$ cat config.mk
export PLATFORM = sky130hd
export DESIGN_NAME = cmd_rx
export DESIGN_NICKNAME = d
export VERILOG_FILES = /design/src/rtl/dtmr_pkg.sv /design/src/rtl/err_window.sv /design/src/rtl/cmd_rx.sv
export SDC_FILE = /design/constraint.sdc
export NUM_CORES = 1
export LEC_CHECK = 0
export ABC_AREA = 0
export CORE_ASPECT_RATIO = 1.75
export CORE_MARGIN = 5
export CORE_UTILIZATION = 51
export CTS_CLUSTER_DIAMETER = 100
export DETAILED_ROUTE_END_ITERATION = 10
export GPL_TIMING_DRIVEN = 0
export PLACE_DENSITY_LB_ADDON = 0.12
export SLEW_MARGIN = 30
export SYNTH_ARGS = -nofsm -noshare
export SYNTH_HDL_FRONTEND = slang
export SYNTH_SLANG_ARGS = --single-unit
$ cat constraint.sdc
create_clock -name clk -period 3 [get_ports clk]
set_input_delay 0.6 -clock clk [delete_from_list [all_inputs] [get_ports clk]]
set_output_delay 0.6 -clock clk [all_outputs]
set_load 0.02 [all_outputs]
$ cat src/rtl/dtmr_pkg.sv
`default_nettype none
// ============================================================================
// Module   : dtmr_pkg
// Purpose  : Shared definitions for the DTMR command receiver:
//            - default frame header byte
//            - deframer FSM state encoding
//            - bit positions of the fields inside the two payload bytes
//            - error-rate saturation limit
//            - frame validity check (even parity over the payload, and the
//              reserved field must be zero)
// Revision : 1.0 - initial release
// ============================================================================
package dtmr_pkg;

    localparam logic [7:0] HEADER_DEFAULT = 8'hA5;

    typedef enum logic [1:0] {
        ST_HUNT   = 2'd0,
        ST_B1     = 2'd1,
        ST_B2     = 2'd2,
        ST_COMMIT = 2'd3
    } state_t;

    // byte1 = {speed, dir}
    localparam int SPEED_MSB = 7;
    localparam int SPEED_LSB = 4;
    localparam int DIR_MSB   = 3;
    localparam int DIR_LSB   = 0;

    // byte2 = {mode, rsvd, par}
    localparam int MODE_MSB  = 7;
    localparam int MODE_LSB  = 6;
    localparam int RSVD_MSB  = 5;
    localparam int RSVD_LSB  = 1;
    localparam int PAR_BIT   = 0;

    localparam int ERR_RATE_MAX = 15;

    // The parity bit is part of byte2, so XOR over all 16 payload bits
    // is zero exactly when parity is even.
    function automatic logic frame_good(input logic [7:0] b1, input logic [7:0] b2);
        return ((^{b1, b2}) == 1'b0) && (b2[RSVD_MSB:RSVD_LSB] == '0);
    endfunction

endpackage : dtmr_pkg
`default_nettype wire

$ cat src/rtl/err_window.sv
`default_nettype none
// ============================================================================
// Module   : err_window
// Purpose  : Sliding-window bad-frame counter. Each push shifts one result
//            bit (1 = bad) into a WINDOW-deep history and adjusts the running
//            count by the bit entering minus the bit leaving. The count is
//            reported saturated to 4 bits.
// Ports    : clk      - system clock, rising edge
//            rst      - asynchronous reset, active low
//            push     - a frame result is available this cycle
//            bad      - result of that frame (1 = bad)
//            err_rate - bad frames in the last WINDOW frames, saturated at 15
// Revision : 1.0 - initial release
// ============================================================================
module err_window
    import dtmr_pkg::*;
#(
    parameter int WINDOW = 16
) (
    input  logic       clk,
    input  logic       rst,
    input  logic       push,
    input  logic       bad,
    output logic [3:0] err_rate
);

    localparam int CW = $clog2(WINDOW + 1);
    // Comparison width: never narrower than the 4-bit saturation limit.
    localparam int EW = (CW > 4) ? CW : 4;

    logic [WINDOW-1:0] hist_q, hist_d;
    logic [CW-1:0]     cnt_q,  cnt_d;
    logic [EW-1:0]     cnt_ext;

    always_comb begin
        hist_d = hist_q;
        cnt_d  = cnt_q;
        if (push) begin
            hist_d = {hist_q[WINDOW-2:0], bad};
            // The outgoing bit was counted when it entered, so no underflow.
            cnt_d  = cnt_q + CW'(bad) - CW'(hist_q[WINDOW-1]);
        end
    end

    always_ff @(posedge clk or negedge rst) begin
        if (!rst) begin
            hist_q <= '0;
            cnt_q  <= '0;
        end else begin
            hist_q <= hist_d;
            cnt_q  <= cnt_d;
        end
    end

    assign cnt_ext  = EW'(cnt_q);
    assign err_rate = (cnt_ext > EW'(ERR_RATE_MAX)) ? 4'(ERR_RATE_MAX) : cnt_ext[3:0];

endmodule : err_window
`default_nettype wire

$ cat src/rtl/cmd_rx.sv
`default_nettype none
// ============================================================================
// Module   : cmd_rx
// Purpose  : Command receiver / deframer upstream of the DTMR core. Hunts for
//            3-byte frames {HEADER, {speed,dir}, {mode,rsvd,par}}, validates
//            them and holds the last good speed/dir/mode. Tracks bad frames
//            over a sliding window of recent frames.
//            Optional build macro CMD_RX_TIMEOUT_EN adds a link watchdog:
//            after TIMEOUT cycles without a good frame, speed is forced to 0
//            and link_timeout is raised until the next good frame.
// Ports    : clk          - system clock, rising edge
//            rst          - asynchronous reset, active low
//            rx_valid     - rx_data valid
//            rx_data      - incoming link byte
//            rx_ready     - byte accepted when rx_valid && rx_ready
//            speed        - last good commanded speed
//            dir          - last good commanded direction
//            mode         - last good operation mode
//            err_rate     - bad frames in the last WINDOW frames (sat. 15)
//            frame_ok     - one-cycle pulse on good frame commit
//            frame_err    - one-cycle pulse on bad frame commit
//            link_timeout - watchdog active (0 without CMD_RX_TIMEOUT_EN)
// Revision : 1.0 - initial release
// ============================================================================
module cmd_rx
    import dtmr_pkg::*;
#(
    parameter int         WINDOW  = 16,
    parameter int         TIMEOUT = 1024,
    parameter logic [7:0] HEADER  = HEADER_DEFAULT
) (
    input  logic       clk,
    input  logic       rst,
    input  logic       rx_valid,
    input  logic [7:0] rx_data,
    output logic       rx_ready,
    output logic [3:0] speed,
    output logic [3:0] dir,
    output logic [1:0] mode,
    output logic [3:0] err_rate,
    output logic       frame_ok,
    output logic       frame_err,
    output logic       link_timeout
);

    // Elaboration-time parameter sanity checks.
    if (WINDOW < 2) begin : g_bad_window
        $error("cmd_rx: WINDOW must be at least 2");
    end
    if (TIMEOUT < 1) begin : g_bad_timeout
        $error("cmd_rx: TIMEOUT must be at least 1");
    end

    state_t     state_q, state_d;
    logic [7:0] byte1_q, byte1_d;
    logic [7:0] byte2_q, byte2_d;
    logic [3:0] speed_q, speed_d;
    logic [3:0] dir_q,   dir_d;
    logic [1:0] mode_q,  mode_d;
    logic       frame_ok_q,  frame_ok_d;
    logic       frame_err_q, frame_err_d;

    logic       accept;
    logic       commit;
    logic       good;
    logic       good_commit;
    logic       timeout_hit;

    // rx_ready is held low throughout reset, not just in COMMIT.
    assign rx_ready    = rst && (state_q != ST_COMMIT);
    assign accept      = rx_valid && rx_ready;
    assign commit      = (state_q == ST_COMMIT);
    assign good        = frame_good(byte1_q, byte2_q);
    assign good_commit = commit && good;

    // ------------------------------------------------------------------
    // Deframer FSM and command registers
    // ------------------------------------------------------------------
    always_comb begin
        state_d     = state_q;
        byte1_d     = byte1_q;
        byte2_d     = byte2_q;
        speed_d     = speed_q;
        dir_d       = dir_q;
        mode_d      = mode_q;
        frame_ok_d  = 1'b0;
        frame_err_d = 1'b0;

        case (state_q)
            ST_HUNT: begin
                // Non-header bytes are silently dropped while hunting.
                if (accept && (rx_data == HEADER)) begin
                    state_d = ST_B1;
                end
            end
            ST_B1: begin
                // No resync: a HEADER value here is ordinary payload.
                if (accept) begin
                    byte1_d = rx_data;
                    state_d = ST_B2;
                end
            end
            ST_B2: begin
                if (accept) begin
                    byte2_d = rx_data;
                    state_d = ST_COMMIT;
                end
            end
            ST_COMMIT: begin
                state_d = ST_HUNT;
                if (good) begin
                    speed_d    = byte1_q[SPEED_MSB:SPEED_LSB];
                    dir_d      = byte1_q[DIR_MSB:DIR_LSB];
                    mode_d     = byte2_q[MODE_MSB:MODE_LSB];
                    frame_ok_d = 1'b1;
                end else begin
                    frame_err_d = 1'b1;
                end
            end
            default: state_d = ST_HUNT;
        endcase

        // Safe stop on watchdog expiry; never true on a good commit.
        if (timeout_hit) begin
            speed_d = '0;
        end
    end

    always_ff @(posedge clk or negedge rst) begin
        if (!rst) begin
            state_q     <= ST_HUNT;
            byte1_q     <= '0;
            byte2_q     <= '0;
            speed_q     <= '0;
            dir_q       <= '0;
            mode_q      <= '0;
            frame_ok_q  <= 1'b0;
            frame_err_q <= 1'b0;
        end else begin
            state_q     <= state_d;
            byte1_q     <= byte1_d;
            byte2_q     <= byte2_d;
            speed_q     <= speed_d;
            dir_q       <= dir_d;
            mode_q      <= mode_d;
            frame_ok_q  <= frame_ok_d;
            frame_err_q <= frame_err_d;
        end
    end

    assign speed     = speed_q;
    assign dir       = dir_q;
    assign mode      = mode_q;
    assign frame_ok  = frame_ok_q;
    assign frame_err = frame_err_q;

    // ------------------------------------------------------------------
    // Link watchdog (optional)
    // ------------------------------------------------------------------
`ifdef CMD_RX_TIMEOUT_EN
    localparam int TW = $clog2(TIMEOUT + 1);

    logic [TW-1:0] to_cnt_q, to_cnt_d;
    logic          link_timeout_q, link_timeout_d;

    always_comb begin
        to_cnt_d = to_cnt_q;
        if (good_commit) begin
            to_cnt_d = '0;
        end else if (to_cnt_q != TW'(TIMEOUT)) begin
            to_cnt_d = to_cnt_q + 1'b1;
        end
        // Bad frames leave the counter running, so they cannot clear it.
        timeout_hit    = !good_commit && (to_cnt_d == TW'(TIMEOUT));
        link_timeout_d = timeout_hit;
    end

    always_ff @(posedge clk or negedge rst) begin
        if (!rst) begin
            to_cnt_q       <= '0;
            link_timeout_q <= 1'b0;
        end else begin
            to_cnt_q       <= to_cnt_d;
            link_timeout_q <= link_timeout_d;
        end
    end

    assign link_timeout = link_timeout_q;
`else
    assign timeout_hit  = 1'b0;
    assign link_timeout = 1'b0;
`endif

    // ------------------------------------------------------------------
    // Sliding-window error counter
    // ------------------------------------------------------------------
    err_window #(
        .WINDOW   (WINDOW)
    ) u_err_window (
        .clk      (clk),
        .rst      (rst),
        .push     (commit),
        .bad      (!good),
        .err_rate (err_rate)
    );

endmodule : cmd_rx
`default_nettype wire
==> impl_metrics.env <==
export IMPL_cts_reportedPaths_clkPinSlew_ps=90
export IMPL_seq_area_frac_synth_pct=53.0
export IMPL_wl_per_cell_um=16.3
export IMPL_cts_sinks=51
export IMPL_max_freq_ghz=0.350
export IMPL_required_ps=3170
export IMPL_antennaDiodeCount=0
export IMPL_synthMuxAreaShare_pct=21.8
export IMPL_maxCapViolations=0
export IMPL_cts_buffers_inserted=5
export IMPL_status="complete, no violations"
export IMPL_clock_latency_ps=300
export IMPL_gr_total_overflow=0
export IMPL_ctsHoldBuffers=0
export IMPL_dieArea_um2=6250
export IMPL_multi_input_area_um2=1110
export IMPL_crit_path_end_kind="flip-flop"
export IMPL_rows=33
export IMPL_dpl_hpwl_um=3210
export IMPL_holdCritPathClass="input pin to async pin"
export IMPL_synth_cell_types=29
export IMPL_regArea_um2=1280
export IMPL_gp_congestion=0.792
export IMPL_grt_pass1_wl_um=7180
export IMPL_skew_ps=1.80
export IMPL_syn_area_um2=2410
export IMPL_vias=1430
export IMPL_relSlewSlack_pct=57.9
export IMPL_min_period_ps=2860
export IMPL_drc_errors=0
export IMPL_post_place_ws_ps=-80.0
export IMPL_antenna_found_initial=0
export IMPL_min_period_over_period_pct=95.4
export IMPL_setup_viol=0
export IMPL_critPathArrivalTime_ps=3030
export IMPL_cellPowerDensity_nw_per_um2=1330
export IMPL_crit_fanout=4
export IMPL_portBuffers=27
export IMPL_fillers=371
export IMPL_pin_count=29
export IMPL_clock_path_buffers=2
export IMPL_drt_first_iter_violations=32
export IMPL_hold_viol_final=0
export IMPL_coreArea_um2=4620
export IMPL_yosys_area_share_simple_pct=5.87
export IMPL_crit_path_start_kind="flip-flop"
export IMPL_p_leak_nw=1.25
export IMPL_critPathKind="flip-flop to flip-flop"
export IMPL_ant_nets=0
export IMPL_totalPowerFinal_mw=3.84
export IMPL_grt_max_degree=53
export IMPL_nets=239
export IMPL_synth_adder_area_share_pct=7.06
export IMPL_htree_levels=2
export IMPL_final_layout_size_suffix_gt1_share_pct=31.5
export IMPL_synthToLayoutAreaGrowth_pct=20.3
export IMPL_maxSlewViolCount=0
export IMPL_avgSynthCellArea_um2=13.6
export IMPL_synthCells=177
export IMPL_place_area_um2=2740
export IMPL_wl_um=4380
export IMPL_synth_nets=201
export IMPL_drtPass1Iterations=4
export IMPL_ir_worst_vdd_mv=1.20
export IMPL_stdcell_area_um2=2900
export IMPL_synth_compound_area_share_pct=2.60
export IMPL_ys_warn_count=0
export IMPL_track_usage_pct=15.6
export IMPL_synth_xor_area_share_pct=6.91
export IMPL_synth_top_family_by_area="multiplexers"
export IMPL_routed_via_density=5.34
export IMPL_worstMarginPinSlew_ps=632
export IMPL_root_buffer="clkbuf_8"
export IMPL_fin_ws_ps=139
export IMPL_die_y_um=101
export IMPL_grt_pass1_vias=1511
export IMPL_initial_utilization_pct=52.1
export IMPL_die_x_um=62.0
export IMPL_cts_tree="done"
export IMPL_ys_seq_elements=51
export IMPL_reg2reg_depth=16
## synthesized netlist by cell type (all sizes together)
master	count	area, µm²
nor4bb	2	20.0
xnor2	18	158
mux2	43	514
clkbuf	3	11.3
xor2	1	8.76
conb	1	3.75
or2	1	6.26
nand2	10	37.5
a21oi	3	15.0
o2bb2ai	1	8.76
or4	1	7.51
nor3	2	10.0
ha	12	150
buf	2	18.8
nand3	1	5.00
dfrtp	51	1280
mux2i	1	10.0
o21ai	3	15.0
a21o	2	15.0
nor4	1	21.3
fa	1	20.0
nor2	4	15.0
a41oi	1	8.76
inv	9	33.8
nor2b	1	6.26
and2	2	12.5
## stage by stage
stage,instances,TNS [ps],hold WS (ps),util (%)
finish,268,0,314,62.6
global route,268,-54.9,365,62.6
CTS,264,0,340,61.2
detailed placement,256,-80.0,483,59.3
global placement,256,-20070,476,59.3
floorplan,177,0,304,-
## sequential cells by signal, summed over array words and instances (netlist names)
register and count:
state_q 2, frame_err 1, dir 4, frame_ok 1
mode 2, speed 4, byte2_q 8, u_err_window.cnt_ext 5
byte1_q 8, u_err_window.hist_q 16
## worst paths after layout
check                                                         from                             endpoint  slack (ps)
worst max-delay path                        byte2_q[7]$_DFFE_PN0P_  u_err_window.cnt_ext[4]$_DFFE_PN0P_         140
worst min-delay path                                           rst                 speed[1]$_DFFE_PN0P_         310
min in group clk                u_err_window.hist_q[0]$_DFFE_PN0P_   u_err_window.hist_q[0]$_DFFE_PN0P_         510
worst min register to register  u_err_window.hist_q[0]$_DFFE_PN0P_   u_err_window.hist_q[0]$_DFFE_PN0P_         510
worst max register to register              byte2_q[7]$_DFFE_PN0P_  u_err_window.cnt_ext[4]$_DFFE_PN0P_         140
max in group asynchronous                                      rst               byte2_q[4]$_DFFE_PN0P_        2230
## report_power, final
group	internal [mW]	switching (mW)	total (mW)
clock	0.160	0.220	0.380
combinational	1.23	0.978	2.21
sequential	0.998	0.254	1.25
## layer usage
layer | track usage, % | wire [µm] | up-vias | part of all wire [%]
met3 | 3.46 | 154 | 5 | 3.5
met4 | 4.90 | 65 | 0 | 1.5
met5 | 0 | 0 | - | 0
li1 | - | - | 674 | -
met1 | 18.1 | 1720 | 728 | 39
met2 | 27.2 | 2440 | 23 | 56
## critical path, cell delays in order, from the launching register on
cell and delay [ps]:
dfrtp_1 440, xnor2_2 160, xnor2_1 140, xnor2_1 280
xnor2_2 130, nor3_2 170, buf_4 150, xnor2_1 130
ha_2 220, inv_1 60, fa_2 350, inv_1 60
a21o_1 100, a21oi_1 70, xnor2_1 120, nand2_1 60
o21ai_0 90
## cell families (layout without fill, tap and decap cells)
logic type / after synthesis / in the layout
buffers and inverters: 14 / 53
and+or+nand+nor: 25 / 25
adders and majority gates: 13 / 13
muxes: 44 / 44
DFF: 51 / 51
xor gates and xnor gates: 19 / 19
AOI/OAI and AO/OA: 10 / 10
other: 1 / 1
## cell type report
| class | instances | share of cell area [%] |
|---|---|---|
| Tap cell | 52 | 2.25 |
| Multi-Input combinational cell | 112 | 38.3 |
| Buffer | 5 | 1.04 |
| Sequential cell | 51 | 44.1 |
| Clock buffer | 5 | 2.38 |
| Timing Repair Buffer | 31 | 10.3 |
| Clock inverter | 3 | 0.518 |
| Inverter | 9 | 1.17 |
## cell usage in the layout, fill, tap and decap left out
cell and n:
clkdlybuf4s50_1 26, xnor2_1 14, mux2_4 8, xnor2_2 4, or2_2 1, nor4_4 1
ha_1 11, a21oi_1 3, mux2_2 35, inv_1 9, clkbuf_8 5, nor3_2 1
o2bb2ai_1 1, nor4bb_1 2, buf_6 1, xor2_1 1, clkbuf_1 3, dfrtp_2 1
a41oi_1 1, conb_1 1, nor3_1 1, nand3_1 1, nor2_1 4, a21o_1 2
ha_2 1, o21ai_0 3, and2_1 1, or4_1 1, clkinv_2 3, dfrtp_1 50
mux2i_1 1, nand2_1 10, fa_2 1, and2_0 1, buf_4 6, nor2b_1 1
## repair_timing
item / in CTS / in global routing
pin swaps: 0 / 6
buffers inserted: 0 / 4
setup endpoints to repair: 1 / 1
gates resized for setup: 1 / 7
(Power assumes the default switching activity.)
